## config.mk

```make
export PLATFORM = sky130hd
export DESIGN_NAME = inference_sequencer
export DESIGN_NICKNAME = d
export VERILOG_FILES = /design/src/rtl/inference_sequencer.sv
export SDC_FILE = /design/constraint.sdc
export NUM_CORES = 1
export LEC_CHECK = 0
export ABC_CLOCK_PERIOD_IN_PS = 1740
export CORE_MARGIN = 3
export CORE_UTILIZATION = 45
export DETAILED_ROUTE_END_ITERATION = 16
export DONT_BUFFER_PORTS = 1
export SLEW_MARGIN = 20
export SYNTH_ARGS = -nofsm -noshare
export SYNTH_HDL_FRONTEND = slang
export SYNTH_SLANG_ARGS = --single-unit
```

## constraint.sdc

```tcl
create_clock -name clk -period 1.74 [get_ports clk]
set_input_delay 0.261 -clock clk [delete_from_list [all_inputs] [get_ports clk]]
set_output_delay 0.261 -clock clk [all_outputs]
set_load 0.01 [all_outputs]
```

## src/rtl/inference_sequencer.sv

```systemverilog
// ============================================================================
// Module      : inference_sequencer
// Description : Address and accumulate-strobe sequencer for a two-layer fully
//               connected network. It walks the layer-1 and layer-2 weight
//               ROMs source-major, bias row last. The acc_* strobes are
//               delayed to line up with the ROM read data. A one-cycle done
//               pulse marks the end of each pass.
//               Optional macro ROM_LAT2_EN selects a 2-cycle ROM latency
//               (default build: 1-cycle latency).
// Revision    : 1.0 - initial release
// ============================================================================
`default_nettype none

module inference_sequencer #(
    parameter int INPUT_COUNT   = 784,
    parameter int HIDDEN_COUNT  = 64,
    parameter int OUTPUT_COUNT  = 10,
    parameter int ADDRESS_WIDTH = 16
) (
    input  logic                     clk,
    input  logic                     rst_n,
    input  logic                     start,
    input  logic                     abort,
    output logic                     busy,
    output logic                     done,
    output logic [ADDRESS_WIDTH-1:0] w_addr,
    output logic                     w_rd,
    output logic                     w_layer,
    output logic                     acc_clr,
    output logic                     acc_en,
    output logic                     acc_layer,
    output logic [5:0]               acc_dst,
    output logic [9:0]               acc_src,
    output logic                     acc_bias,
    output logic                     acc_last
);

    // Weight-ROM read latency; also the length of each drain state.
`ifdef ROM_LAT2_EN
    localparam int LAT = 2;
`else
    localparam int LAT = 1;
`endif

    localparam int N1 = (INPUT_COUNT + 1) * HIDDEN_COUNT;
    localparam int N2 = (HIDDEN_COUNT + 1) * OUTPUT_COUNT;

    localparam logic [ADDRESS_WIDTH-1:0] c_n1_last  = ADDRESS_WIDTH'(N1 - 1);
    localparam logic [ADDRESS_WIDTH-1:0] c_n2_last  = ADDRESS_WIDTH'(N2 - 1);
    localparam logic [5:0]               c_hid_last = 6'(HIDDEN_COUNT - 1);
    localparam logic [5:0]               c_out_last = 6'(OUTPUT_COUNT - 1);
    localparam logic [9:0]               c_in_src   = 10'(INPUT_COUNT);
    localparam logic [9:0]               c_hid_src  = 10'(HIDDEN_COUNT);
    localparam logic [0:0]               c_drain_last = 1'(LAT - 1);

    typedef enum logic [2:0] {
        S_IDLE     = 3'd0,
        S_CLR      = 3'd1,
        S_L1       = 3'd2,
        S_L1_DRAIN = 3'd3,
        S_L2       = 3'd4,
        S_L2_DRAIN = 3'd5,
        S_DONE     = 3'd6
    } state_t;

    state_t                     r_state;
    logic                       r_busy;
    logic                       r_done;
    logic                       r_acc_clr;
    logic                       r_w_rd;
    logic                       r_w_layer;
    logic [ADDRESS_WIDTH-1:0]   r_w_addr;
    logic [9:0]                 r_src;
    logic [5:0]                 r_dst;
    logic [0:0]                 r_drain;

    // Accumulate-strobe delay line, stage LAT-1 drives the acc_* ports.
    logic [LAT-1:0]             r_p_en;
    logic [LAT-1:0]             r_p_layer;
    logic [LAT-1:0]             r_p_bias;
    logic [LAT-1:0]             r_p_last;
    logic [5:0]                 r_p_dst [LAT];
    logic [9:0]                 r_p_src [LAT];

    logic                       w_take_abort;
    logic                       w_dst_wrap;
    logic                       w_at_last;
    logic                       w_is_bias;
    logic                       w_drain_end;

    // Abort only matters once a pass is running; in IDLE it is ignored.
    assign w_take_abort = abort && (r_state != S_IDLE);
    assign w_dst_wrap   = r_w_layer ? (r_dst == c_out_last) : (r_dst == c_hid_last);
    assign w_at_last    = r_w_layer ? (r_w_addr == c_n2_last) : (r_w_addr == c_n1_last);
    assign w_is_bias    = r_w_layer ? (r_src == c_hid_src) : (r_src == c_in_src);
    assign w_drain_end  = (r_drain == c_drain_last);

    // Pass sequencing: state, address/source/destination counters and
    // the registered control outputs.
    always_ff @(posedge clk or negedge rst_n) begin
        if (!rst_n) begin
            r_state   <= S_IDLE;
            r_busy    <= 1'b0;
            r_done    <= 1'b0;
            r_acc_clr <= 1'b0;
            r_w_rd    <= 1'b0;
            r_w_layer <= 1'b0;
            r_w_addr  <= '0;
            r_src     <= '0;
            r_dst     <= '0;
            r_drain   <= '0;
        end else if (w_take_abort) begin
            r_state   <= S_CLR;
            r_busy    <= 1'b1;
            r_done    <= 1'b0;
            r_acc_clr <= 1'b1;
            r_w_rd    <= 1'b0;
            r_w_layer <= 1'b0;
            r_w_addr  <= '0;
            r_src     <= '0;
            r_dst     <= '0;
            r_drain   <= '0;
        end else begin
            case (r_state)
                S_IDLE: begin
                    if (start) begin
                        r_state   <= S_CLR;
                        r_busy    <= 1'b1;
                        r_acc_clr <= 1'b1;
                    end
                end
                S_CLR: begin
                    r_state   <= S_L1;
                    r_acc_clr <= 1'b0;
                    r_w_rd    <= 1'b1;
                    r_w_layer <= 1'b0;
                    r_w_addr  <= '0;
                    r_src     <= '0;
                    r_dst     <= '0;
                end
                S_L1, S_L2: begin
                    if (w_at_last) begin
                        r_state <= (r_state == S_L1) ? S_L1_DRAIN : S_L2_DRAIN;
                        r_w_rd  <= 1'b0;
                        r_drain <= '0;
                    end else begin
                        r_w_addr <= r_w_addr + ADDRESS_WIDTH'(1);
                        if (w_dst_wrap) begin
                            r_dst <= '0;
                            r_src <= r_src + 10'd1;
                        end else begin
                            r_dst <= r_dst + 6'd1;
                        end
                    end
                end
                S_L1_DRAIN: begin
                    if (w_drain_end) begin
                        r_state   <= S_L2;
                        r_w_rd    <= 1'b1;
                        r_w_layer <= 1'b1;
                        r_w_addr  <= '0;
                        r_src     <= '0;
                        r_dst     <= '0;
                        r_drain   <= '0;
                    end else begin
                        r_drain <= r_drain + 1'b1;
                    end
                end
                S_L2_DRAIN: begin
                    if (w_drain_end) begin
                        r_state <= S_DONE;
                        r_done  <= 1'b1;
                        r_drain <= '0;
                    end else begin
                        r_drain <= r_drain + 1'b1;
                    end
                end
                S_DONE: begin
                    r_state   <= S_IDLE;
                    r_done    <= 1'b0;
                    r_busy    <= 1'b0;
                    r_w_layer <= 1'b0;
                end
                default: begin
                    r_state <= S_IDLE;
                end
            endcase
        end
    end

    // Delay the issue-side read info by the ROM latency; an abort kills
    // every strobe still in flight.
    always_ff @(posedge clk or negedge rst_n) begin
        if (!rst_n) begin
            r_p_en    <= '0;
            r_p_layer <= '0;
            r_p_bias  <= '0;
            r_p_last  <= '0;
            for (int i = 0; i < LAT; i++) begin
                r_p_dst[i] <= '0;
                r_p_src[i] <= '0;
            end
        end else begin
            r_p_en[0]    <= r_w_rd & ~w_take_abort;
            r_p_layer[0] <= r_w_layer;
            r_p_bias[0]  <= r_w_rd & w_is_bias & ~w_take_abort;
            r_p_last[0]  <= r_w_rd & w_at_last & ~w_take_abort;
            r_p_dst[0]   <= r_dst;
            r_p_src[0]   <= r_src;
            for (int i = 1; i < LAT; i++) begin
                r_p_en[i]    <= r_p_en[i-1] & ~w_take_abort;
                r_p_layer[i] <= r_p_layer[i-1];
                r_p_bias[i]  <= r_p_bias[i-1] & ~w_take_abort;
                r_p_last[i]  <= r_p_last[i-1] & ~w_take_abort;
                r_p_dst[i]   <= r_p_dst[i-1];
                r_p_src[i]   <= r_p_src[i-1];
            end
        end
    end

    assign busy      = r_busy;
    assign done      = r_done;
    assign w_addr    = r_w_addr;
    assign w_rd      = r_w_rd;
    assign w_layer   = r_w_layer;
    assign acc_clr   = r_acc_clr;
    assign acc_en    = r_p_en[LAT-1];
    assign acc_layer = r_p_layer[LAT-1];
    assign acc_dst   = r_p_dst[LAT-1];
    assign acc_src   = r_p_src[LAT-1];
    assign acc_bias  = r_p_bias[LAT-1];
    assign acc_last  = r_p_last[LAT-1];

endmodule

`default_nettype wire

```

==> results <==
- The final number of hold-violating endpoints is 0.
- Clock tree synthesis inserted a total of 9 buffers.
- The share of the yosys chip area belonging to registers is 0.518.
- In this run the worst path has a maximum fanout of 7.
- After synthesis the netlist holds a flip-flop and latch count of 60.
- The distinct cell type count of the synthesized netlist is 52.
- The number of standard cells after synthesis is 295.
- The final weighted congestion in routability-driven placement is 0.839.
- The synthesized netlist occupies a cell area of 2900 sq um.
- The first TritonRoute pass finished after 5 iterations.
- Summed over all layers, the routed wires come to 7360 um.
- The worst setup slack after placement is -0.305 ns.
- The depth of the CTS H-tree is 3.
- The total DRC errors in the routed layout is 0.
- Global routing finished with a remaining overflow of 0.
- The maximum vdd drop is 530 uV.
- The average via count per standard cell is 5.65.
- The routed via count is 2521.
- The first routing iteration left 124 violations.
- In this run the worst hold path is classified as in -> reg.
- At the worst endpoint, the required time is 2.01 ns.
- The sum of negative setup slack is -2.43 ns.
- The half-perimeter wire length after detailed placement is 4650 um.
- The number of filler cells placed in the layout is 509.
- The post-route antenna net violation count is 0.
- The flow ran to the end, but the final reports show violations.
- The total placed instance area is 3370 sq um.
- The largest net degree at the start of global routing is 61.
- In this run the tightest slew margin relative to its limit is 0.786.
- The initial utilization of the core area, before any placement, comes to 0.476.
- The ratio of final minimum period to clock period is 1.09.
- The arrival time at the worst endpoint is 2.18 ns.
- STA classifies the critical path startpoint as a flip-flop.
- The number of global-route vias before repair is 2547.
- The final reports fail on negative setup slack.
- The slack of the critical path is -0.162 ns.
- The final layout contains 376 nets.
- The clock skew is 0.00730 ns.
- The count of maximum capacitance violations is 0.
- Timing would allow up to 526 MHz.
- After routing the design area is 3910 sq um.
- The type of the setup path with the least slack is reg -> reg.
- The first global-routing pass estimated 12500 um of wire.
- The clock slew at the register clock pins of the worst setup and hold paths is 0.06 ns.
- The per-cell routed wire length is 16.5 um.
- The all-layer global routing usage is 0.213.
- TritonCTS built the clock tree.
- The die covers 7440 sq um.
- The number of antenna violations at the first check in global routing was 0.
- The die is 86.3 um wide.
- The number of non-filler instances in the completed layout is 446.
- The synthesized area per cell is 9.83 sq um.
- The endpoint kind of the worst setup timing path is a flip-flop.
- From synthesis to final layout, the design area changed by 34.9%.
- 0 antenna diodes ended up in the layout.
- The number of buffers on the longest clock path is 2.
- The source-to-sink clock delay at the later pin of the worst-skew pair is 0.34 ns.
- The clock net sink count is 60.
- In the synthesized netlist the dominant register cell turns out to be sky130_fd_sc_hd__dfrtp_1.
- The cell at the root of the clock tree is sky130_fd_sc_hd__clkbuf_8.
- The analysis attributes to cell leakage a power of 0.00184 uW.
- For the pin with the worst max-slew slack, the measured transition is 0.321 ns.
- The number of enable-type register cells in the synthesized netlist is 0.
- For this run, the number of Yosys warnings is 0.
- In the final layout, the share of cells above drive strength 1 is 0.350.
- The floorplan step set the die height to 86.3 um.
- The number of buffers inserted by port buffering is 0.
- The final count of pins violating max slew is 0.
- The post-synthesis net count is 303.
- The worst path in the final design needs a cycle of 1.90 ns, including I/O delays and setup.
- Power spread over the standard cell area amounts to 1000 nW/um^2.
- Once placement completed, the tool counted placed cells totaling 417.
- 45 I/O pins were placed.
- The core region area is 6100 sq um.
- The fraction of registers with async set or reset after synthesis is 1.00.
- Setup repair after global routing could not meet its margin everywhere.
- For this run, the share of the core covered by cells in the final layout is 0.641.
- After floorplanning, the core was divided into 28 placement rows.
- Setup violations remaining at the end of the flow were counted as 31.
## path summary, 6_finish.rpt
kind	cells past startpoint	slack (ns)	startpoint	end
min in group asynchronous	2	0.48	rst_n	r_src[0]
max in group asynchronous	2	1.01	rst_n	acc_src[5]
setup reg to reg	7	-0.16	w_layer	r_dst[4]
hold reg to reg	0	0.44	r_dst[3]	acc_dst[3]
hold / removal	1	0.02	abort	w_layer
setup / recovery	7	-0.16	w_layer	r_dst[4]
## layout make-up
| type | instances | area, sq um | area share |
|---|---|---|---|
| Clock inverter | 2 | 10.0 | 0.00256 |
| Tap cell | 75 | 93.8 | 0.0240 |
| Multi-Input combinational cell | 215 | 1460 | 0.374 |
| Clock buffer | 12 | 165 | 0.0422 |
| Timing Repair Buffer | 73 | 642 | 0.164 |
| Sequential cell | 60 | 1500 | 0.384 |
| Inverter | 9 | 33.8 | 0.00864 |
## stage by stage
stage               hold slack, ns  total power, uW
floorplan                  -0.0346             2130
global placement           -0.0334             2470
detailed placement         -0.0333             2480
CTS                        0.00775             3840
global route               0.00601             4120
finish                      0.0166             3910
## cells by family after synthesis
family | after synthesis | share of synthesized area
and+or+nand+nor | 120 | 0.228
AOI/OAI and AO/OA | 88 | 0.183
DFF | 60 | 0.518
buffers and inverters | 20 | 0.0401
adders and majority gates | 4 | 0.0173
xor gates and xnor gates | 2 | 0.00604
muxes | 1 | 0.00777
## cells in the mapped netlist, types with 3 or more instances
cell	number	area, sq um
sky130_fd_sc_hd__dfrtp_1	60	1500
sky130_fd_sc_hd__o21ai_0	48	240
sky130_fd_sc_hd__nand2_1	33	124
sky130_fd_sc_hd__nor2_1	26	97.6
sky130_fd_sc_hd__nand3_1	14	70.1
sky130_fd_sc_hd__inv_1	9	33.8
sky130_fd_sc_hd__a21oi_1	8	40.0
sky130_fd_sc_hd__a31oi_1	8	50.1
sky130_fd_sc_hd__nand4_1	6	37.5
sky130_fd_sc_hd__o31ai_1	6	45.0
sky130_fd_sc_hd__nor3_1	5	25.0
sky130_fd_sc_hd__and2_1	4	25.0
sky130_fd_sc_hd__ha_1	4	50.1
sky130_fd_sc_hd__o21ai_1	4	20.0
sky130_fd_sc_hd__and2_2	3	22.5
sky130_fd_sc_hd__and4bb_1	3	37.5
sky130_fd_sc_hd__buf_2	3	15.0
sky130_fd_sc_hd__nand2b_1	3	18.8
sky130_fd_sc_hd__nor4b_1	3	26.3
## critical path, cell delays in order, from the launching register on
cell,delay (ns)
sky130_fd_sc_hd__dfrtp_2,0.45
sky130_fd_sc_hd__and4bb_1,0.23
sky130_fd_sc_hd__mux2i_4,0.16
sky130_fd_sc_hd__buf_6,0.13
sky130_fd_sc_hd__nor3_4,0.04
sky130_fd_sc_hd__a21o_4,0.23
sky130_fd_sc_hd__or4_1,0.50
sky130_fd_sc_hd__nand3_1,0.08
## per-layer routing
metal / up-vias / GRT usage / wire length, um
met1: 1227 / 0.271 / 3210
met3: 15 / 0.0513 / 312
met4: 0 / 0.0807 / 155
met2: 64 / 0.351 / 3680
li1: 1215 / - / -
met5: - / 0 / 0
## power breakdown
group | internal, uW | switching (uW)
clock network | 612 | 517
registers | 1500 | 122
logic | 559 | 604
## registers in the layout, summed over array words and instances (netlist names), 3 cells and up
signal,flops
r_dst,6
w_addr,16
acc_src,10
r_state,3
acc_dst,6
r_src,10
## placed cells by master (no fill, tap or decap), types with 2 or more instances in the layout
master / n
sky130_fd_sc_hd__nand3_1: 12
sky130_fd_sc_hd__ha_1: 4
sky130_fd_sc_hd__and2_1: 3
sky130_fd_sc_hd__nand4_1: 6
sky130_fd_sc_hd__o21a_1: 2
sky130_fd_sc_hd__dfrtp_1: 59
sky130_fd_sc_hd__a31oi_1: 8
sky130_fd_sc_hd__and4bb_1: 3
sky130_fd_sc_hd__nor2_1: 25
sky130_fd_sc_hd__xor2_1: 2
sky130_fd_sc_hd__buf_16: 2
sky130_fd_sc_hd__nor3_4: 3
sky130_fd_sc_hd__dlygate4sd3_1: 2
sky130_fd_sc_hd__and3_1: 2
sky130_fd_sc_hd__o31ai_1: 5
sky130_fd_sc_hd__buf_12: 3
sky130_fd_sc_hd__nand3_2: 2
sky130_fd_sc_hd__nor4b_4: 2
sky130_fd_sc_hd__o31ai_2: 2
sky130_fd_sc_hd__nor4_4: 2
sky130_fd_sc_hd__o21ai_1: 10
sky130_fd_sc_hd__and2_2: 3
sky130_fd_sc_hd__inv_1: 9
sky130_fd_sc_hd__nor3_1: 3
sky130_fd_sc_hd__nand2_4: 2
sky130_fd_sc_hd__o21ai_0: 29
sky130_fd_sc_hd__clkinv_2: 2
sky130_fd_sc_hd__buf_4: 63
sky130_fd_sc_hd__a21oi_1: 8
sky130_fd_sc_hd__nand2_1: 31
sky130_fd_sc_hd__o22ai_1: 2
sky130_fd_sc_hd__or4_1: 2
sky130_fd_sc_hd__nand3b_1: 2
sky130_fd_sc_hd__o21ai_2: 13
sky130_fd_sc_hd__clkbuf_8: 12
sky130_fd_sc_hd__buf_6: 3
sky130_fd_sc_hd__nand2b_1: 3
## what timing repair did
| action | 4_1_cts | 5_1_grt |
|---|---|---|
| buffers inserted | 8 | 3 |
| endpoints found under the hold margin | 62 | 0 |
| gates cloned | 1 | 0 |
| setup endpoints to repair | 34 | 34 |
| hold buffers | 3 | 0 |
| resized for setup | 35 | 23 |
| pin swaps | 17 | 15 |
(Power assumes the default switching activity.)
